File: src/rtl/apb_cmd_master.sv
// Command-to-APB master bridge: one outstanding transfer,
// misaligned commands answered locally with an error.
module apb_cmd_master #(
  parameter int APB_ADDR_WIDTH = 32,
  parameter int APB_DATA_WIDTH = 32
) (
  input  logic                      PCLK,
  input  logic                      PRESET,
  input  logic                      cmd_valid,
  output logic                      cmd_ready,
  input  logic                      cmd_write,
  input  logic [APB_ADDR_WIDTH-1:0] cmd_addr,
  input  logic [APB_DATA_WIDTH-1:0] cmd_wdata,
  output logic                      rsp_valid,
  input  logic                      rsp_ready,
  output logic [APB_DATA_WIDTH-1:0] rsp_rdata,
  output logic                      rsp_err,
  output logic                      PSEL,
  output logic                      PENABLE,
  output logic                      PWRITE,
  output logic [APB_ADDR_WIDTH-1:0] PADDR,
  output logic [APB_DATA_WIDTH-1:0] PWDATA,
  input  logic                      PREADY,
  input  logic                      PSLVERR,
  input  logic [APB_DATA_WIDTH-1:0] PRDATA
);

  localparam int ALIGN_BITS = $clog2(APB_DATA_WIDTH / 8);
  // Mask form keeps ALIGN_BITS == 0 (8-bit bus) legal.
  localparam logic [APB_ADDR_WIDTH-1:0] LP_ALIGN_MASK =
    APB_ADDR_WIDTH'((64'd1 << ALIGN_BITS) - 64'd1);

  typedef enum logic [1:0] {
    S_IDLE,
    S_SETUP,
    S_ACCESS,
    S_RESP
  } state_t;

  state_t r_state;
  logic   w_accept;
  logic   w_misaligned;

  assign cmd_ready    = (r_state == S_IDLE);
  assign w_accept     = cmd_valid && cmd_ready;
  assign w_misaligned = |(cmd_addr & LP_ALIGN_MASK);

  always_ff @(posedge PCLK or posedge PRESET) begin
    if (PRESET) begin
      r_state   <= S_IDLE;
      PSEL      <= 1'b0;
      PENABLE   <= 1'b0;
      PWRITE    <= 1'b0;
      PADDR     <= '0;
      PWDATA    <= '0;
      rsp_valid <= 1'b0;
      rsp_rdata <= '0;
      rsp_err   <= 1'b0;
    end else begin
      unique case (r_state)
        S_IDLE: begin
          if (w_accept) begin
            if (w_misaligned) begin
              rsp_valid <= 1'b1;
              rsp_err   <= 1'b1;
              rsp_rdata <= '0;
              r_state   <= S_RESP;
            end else begin
              PSEL    <= 1'b1;
              PENABLE <= 1'b0;
              PADDR   <= cmd_addr;
              PWRITE  <= cmd_write;
              PWDATA  <= cmd_write ? cmd_wdata : '0;
              r_state <= S_SETUP;
            end
          end
        end
        S_SETUP: begin
          PENABLE <= 1'b1;
          r_state <= S_ACCESS;
        end
        S_ACCESS: begin
          if (PREADY) begin
            PSEL      <= 1'b0;
            PENABLE   <= 1'b0;
            rsp_valid <= 1'b1;
            rsp_err   <= PSLVERR;
            rsp_rdata <= PWRITE ? '0 : PRDATA;
            r_state   <= S_RESP;
          end
        end
        S_RESP: begin
          if (rsp_ready) begin
            rsp_valid <= 1'b0;
            r_state   <= S_IDLE;
          end
        end
        default: r_state <= S_IDLE;
      endcase
    end
  end

endmodule

File: config.mk
export PLATFORM = sky130hd
export DESIGN_NAME = apb_cmd_master
export DESIGN_NICKNAME = d
export VERILOG_FILES = /design/src/rtl/apb_cmd_master.sv
export SDC_FILE = /design/constraint.sdc
export NUM_CORES = 1
export LEC_CHECK = 0
export ABC_AREA = 1
export BUFFER_PORTS_ARGS = -buffer_cell sky130_fd_sc_hd__buf_2
export CAP_MARGIN = 20
export CORE_MARGIN = 2
export CORE_UTILIZATION = 46
export CTS_CLUSTER_DIAMETER = 200
export DETAILED_ROUTE_END_ITERATION = 8
export PLACE_DENSITY = 0.87
export RECOVER_POWER = 25
export SETUP_SLACK_MARGIN = 0.5
export SLEW_MARGIN = 15
export SYNTH_ARGS = -nofsm -noshare
export SYNTH_HDL_FRONTEND = slang
export SYNTH_SLANG_ARGS = --single-unit
File: constraint.sdc
create_clock -name PCLK -period 3.85 [get_ports PCLK]
set_input_delay 0.77 -clock PCLK [delete_from_list [all_inputs] [get_ports PCLK]]
set_output_delay 0.77 -clock PCLK [all_outputs]
set_load 0.1 [all_outputs]
==> metrics, run 1 <==
sequential share of the synthesized area roughly 57%; area post-placement about 5500 sq um; Syn Nets around 650; hold buffers post-CTS 0; minimum clock period ~2.5 ns; unrepaired setup endpoints after global routing no; nets@finish ~840; Fillers about 950; I/O Pins 205; Vias ~4.0k; design area around 5800 sq um; period utilization between 60% and 70%; GRT overflow 0; antenna violations before repair 0; placer's final routability congestion estimate 0.8370; post-synth cell types 22; WL/cell 12.30 um; DIE HEIGHT between 100 and 150 um; number of port buffers 204; count leader, synth nand2_1; Commonest cells post-synth nand2_1, dfrtp_1, nand3_1, inv_1, nor2_1; number of synthesized flops with an enable pin 0; DIE AREA 10560 sq um; drt drc 0; Avg Cell Area, Syn around 8.3 sq um; worst hold path class reg2reg; postcts setup bufs 0; WP data arrival between 1.5 and 2 ns; clk buf depth 2; vias in the first global route 3428; wire length of the first global-routing pass between 15 and 20 mm; Num CTS Buffers 9; count of final setup violators 0; WP data required 3.08 ns; Skew-Pair Late Insertion Delay around 0.36 ns; Max Cap Viol 0; Pre-antenna DRT Iters 4; Post-Syn Area around 4500 sq um; antenna cells 0; First DRT Iteration DRCs roughly 170; Worst Skew around 0.019 ns; Final Max Tran Viols 0; Post-CTS Resized 0; Final Hold Violating Endpoints 0; Starting Density between 40% and 50%; CTS tree yes; GRT Resource Usage Total 19.57%; Yosys top cell area share 57.43%; Slew headroom 29.81%; FP Rows 36; Setup CP Type reg2out; CTS sink count about 100; Worst Tran Pin Value ~1.1 ns; Mapped Cells between 500 and 600; Yosys reg bits between 100 and 150; largest area contributor in the netlist dfrtp_1; Clk pin slew, worst setup/hold paths ~0.080 ns; Die X 102.8 um; CTS H-Tree Depth 3; DRT Wirelength around 11 mm; crit path max fanout 8; share of flip-flops with an asynchronous set or reset 100.0%; fmax roughly 0.40 GHz; Area Growth Syn to Fin 28.21%; CP Launch Type flop; DP HPWL 7.462 mm; ANT nets after route 0; Main synth FF type dfrtp_1; total negative slack 0 ns; core area about 9600 sq um; Yosys warning count 0; area of the multi-input gates roughly 1600 sq um; largest net degree at the start of global routing 104; share of cells above drive strength 1 around a third; post-DR vias/cell 4.549; Worst Setup End Kind output port; status finished clean; Register Area approximately 2600 sq um; clk root buf clkbuf_8; Area contributors post-synth dfrtp_1, nand2_1, nand3_1
## path summary, 6_finish.rpt
| path | start | endpoint | slack (ns) | cells after the start |
|---|---|---|---|---|
| worst min register to register | PADDR[10] | PADDR[10] | 0.47 | 2 |
| worst max-delay path | r_state[1] | cmd_ready | 1.35 | 3 |
| max in group asynchronous | PRESET | PADDR[2] | 2.85 | 3 |
| worst max register to register | r_state[1] | rsp_rdata[7] | 1.58 | 8 |
| worst min-delay path | PADDR[10] | PADDR[10] | 0.47 | 2 |
| min in group asynchronous | PRESET | rsp_valid | 0.54 | 3 |
## cell families (layout without fill, tap and decap cells)
family,count (synthesis),count (layout),synth area share [%]
simple gates,349,349,31.56
flops,103,103,57.43
buf+inv,76,271,7.890
compound gates,10,10,1.450
fa+ha+maj,6,6,1.673
## critical path, stage by stage (launching register included)
cell and delay (ns):
dfrtp_1 0.43, inv_1 0.14, ha_1 0.34, buf_2 0.49
## metrics by stage
step | setup slack, ns | utilization, % | cells | hold WS [ns]
after global placement | 1.646 | 57.53 | 855 | 0.4437
after floorplan | 1.529 | - | 544 | 0.5563
final | 1.347 | 59.70 | 872 | 0.4694
after global routing | 1.230 | 59.70 | 872 | 0.4985
after CTS | 1.326 | 59.57 | 871 | 0.4747
after detailed placement | 1.551 | 57.53 | 855 | 0.4486
## cell usage in the layout (no fill, tap or decap), types with 2 or more instances in the layout
master and n:
clkbuf_1 2, clkbuf_8 9, o21ai_0 5, ha_1 6, buf_2 204, nor2_4 2
inv_2 2, nand2_2 2, a21oi_1 3, nor2_1 37, buf_4 3, clkinvlp_4 2
nand2_1 237, dfrtp_1 103, inv_1 43, nand3_1 69
## final cells by class
type                       instances  area share, %
clock buffer                      11          2.283
multi-input combinational        365          27.14
inverter                          46          3.022
timing repair buffer             209          18.74
sequential                       103          44.79
tap                              133          2.892
clock inverter                     5          1.131
## registers in the layout (all words and copies together) (netlist names)
register,count
rsp_err,1
rsp_rdata,32
PENABLE,1
PWDATA,32
r_state,2
PADDR,32
PWRITE,1
rsp_valid,1
PSEL,1
## routing by layer
| metal | global-route usage, % | wire length [um] | vias up |
|---|---|---|---|
| met4 | 8.097 | 288 | 0 |
| met5 | 0 | 0 | - |
| met1 | 26.68 | 4677 | 1799 |
| met3 | 3.390 | 524 | 19 |
| li1 | - | - | 2031 |
| met2 | 31.22 | 5231 | 118 |
Power of run 1 is left out: the tool's default activity adds up to more than one toggle a clock period on the data nets, which glitch-free logic cannot reach.
==> inputs of run 2 (changes only) <==
==> constraint.sdc (replaced) <==
create_clock -name PCLK -period 2.55 [get_ports PCLK]
set_input_delay 0.51 -clock PCLK [delete_from_list [all_inputs] [get_ports PCLK]]
set_output_delay 0.51 -clock PCLK [all_outputs]
set_load 0.1 [all_outputs]
==> run 2 against run 1 <==
Effect of this change:
- die area unchanged
- via count up 2.9%
- utilization up 0.79 points
- first-iteration DRC count down 8.6%
- clock skew down 0.0086 ns
- wire length up 2.9%
- sequential share of layout area down 0.59 points
- critical path type unchanged
==> metrics, run 2 (synthesis results as in run 1) <==
delay of the slowest critical-path stage around 0.44 ns; unrepaired setup endpoints after global routing yes; CP Cell Sequence inv_1 > ha_4 > buf_6; Skew-Pair Late Insertion Delay around 0.36 ns; Die X a little over 100 um; most frequent cells in the layout nand2_1, buf_2, dfrtp_1; CP max stage cell dfrtp_1; minimum clock period around 1.9 ns; Final Hold Violating Endpoints 0; WP data required 2.04 ns; R2R Setup Slk just under 0.7 ns; total negative slack 0 ns; largest net degree at the start of global routing 65; Max Cap Viol 0; CP Launch Type flop; drt drc 0; Worst Tran Pin Value between 1 and 1.5 ns; final setup margin 0.6105 ns; postcts setup bufs 0; First DRT Iteration DRCs about 160; clk buf depth 2; Area Growth Syn to Fin 29.91%; Slew headroom ~9.1%; worst hold start cmd_addr[24]; DP HPWL between 7 and 8 mm; I/O Pins ~200; Vias 4082; Num CTS Buffers 9; Worst Setup End Kind output port; reg2reg end rsp_rdata[13]; Placement Setup Slack approximately 0.65 ns; WP data arrival 1.43 ns; CTS tree yes; nets@finish 847; Hold Path Depth 3; CTS H-Tree Depth 3; placer's final routability congestion estimate between 0.8 and 0.9; Fillers about 900; DRT Wirelength between 10 and 15 mm; count of final setup violators 0; Crit path depth 3; FP Rows 36; fin cells 876; core area between 9000 and 10000 sq um; DIE HEIGHT slightly above 100 um; antenna cells 0; Post-CTS Resized 2; post-DR vias/cell 4.660; CTS sink count slightly above 100; Worst Skew 0.01074 ns; GRT overflow 0; Pre-antenna DRT Iters 4; Starting Density roughly 47%; clk root buf clkbuf_8; Final Max Tran Viols 0; Top Registers PADDR x32, PWDATA x32, rsp_rdata x32; vias in the first global route approximately 3.7k; hold-critical path endpoint PADDR[24]; DIE AREA 10560 sq um; CP top delay family flip-flops; worst hold path class in2reg; placed insts 860; hold buffers post-CTS 0; RR Startpoint r_state[0]; CP Buf/Inv Count 2; share of cells above drive strength 1 between 30 and 40%; GRT Resource Usage Total between 20% and 30%; period utilization between 70% and 80%; commonest non-fill, non-tap cell in the layout nand2_1; Clk pin slew, worst setup/hold paths 0.10 ns; antenna violations before repair 0; wire length of the first global-routing pass 17.07 mm; Setup CP Type reg2out; ANT nets after route 0; fmax 0.5156 GHz; WL/cell between 10 and 15 um; crit path max fanout 8; R2R cell count 8; number of port buffers about 200; status finished clean
==> run 2: cell count changes in the layout (fill, tap and decap cells not counted), sizes merged <==
cell / before / now
buf: 209 / 213
clkbuf: 11 / 10
bufinv: 1 / 0
clkinv: 0 / 2
==> run 2: final cells by class <==
cell class              instances  area (sq um)  share of cell area (%)
flip-flops and latches        103          2577                   44.21
multi-input cells             365          1574                   27.00
repair buffers                213          1149                   19.70
inverters                      46         173.9                   2.983
well taps                     133         166.4                   2.854
clock buffers                  10         137.6                   2.361
clock inverters                 6         52.55                  0.9013
==> run 2: how the worst max path moves through the flow <==
stage / from / end / slack [ns]
after detailed placement: r_state[1] / PWDATA[24] / 0.65
after floorplan: r_state[0] / rsp_err / 0.55
after global routing: r_state[0] / rsp_rdata[24] / 0.47
final: r_state[1] / cmd_ready / 0.61
after CTS: r_state[1] / cmd_ready / 0.53
after global placement: r_state[0] / PWDATA[30] / 0.74
==> run 2: per-stage QoR <==
stage | utilization (%) | instance area, sq um | hold slack, ns
2_1_floorplan | - | 4494 | 0.5563
4_1_cts | 60.37 | 5819 | 0.2461
5_1_grt | 60.49 | 5831 | 0.3398
3_3_place_gp | 58.33 | 5623 | 0.4427
3_5_place_dp | 58.33 | 5623 | 0.4467
6_report | 60.49 | 5831 | 0.3482
==> run 2: tightest hold or removal path, delay by kind of cell <==
family | cells | cell delay [ns]
buffers and inverters | 1 | 0.07
and+or+nand+nor | 2 | 0.09
==> run 2: routing by layer <==
| layer | wire length, um | global-route usage [%] | up-vias |
|---|---|---|---|
| met2 | 5631 | 34.99 | 115 |
| met3 | 532 | 3.797 | 11 |
| met1 | 4740 | 26.55 | 1908 |
| met5 | 0 | 0 | - |
| li1 | - | - | 2048 |
| met4 | 131 | 6.680 | 0 |
Power of run 2 is left out for the same reason.
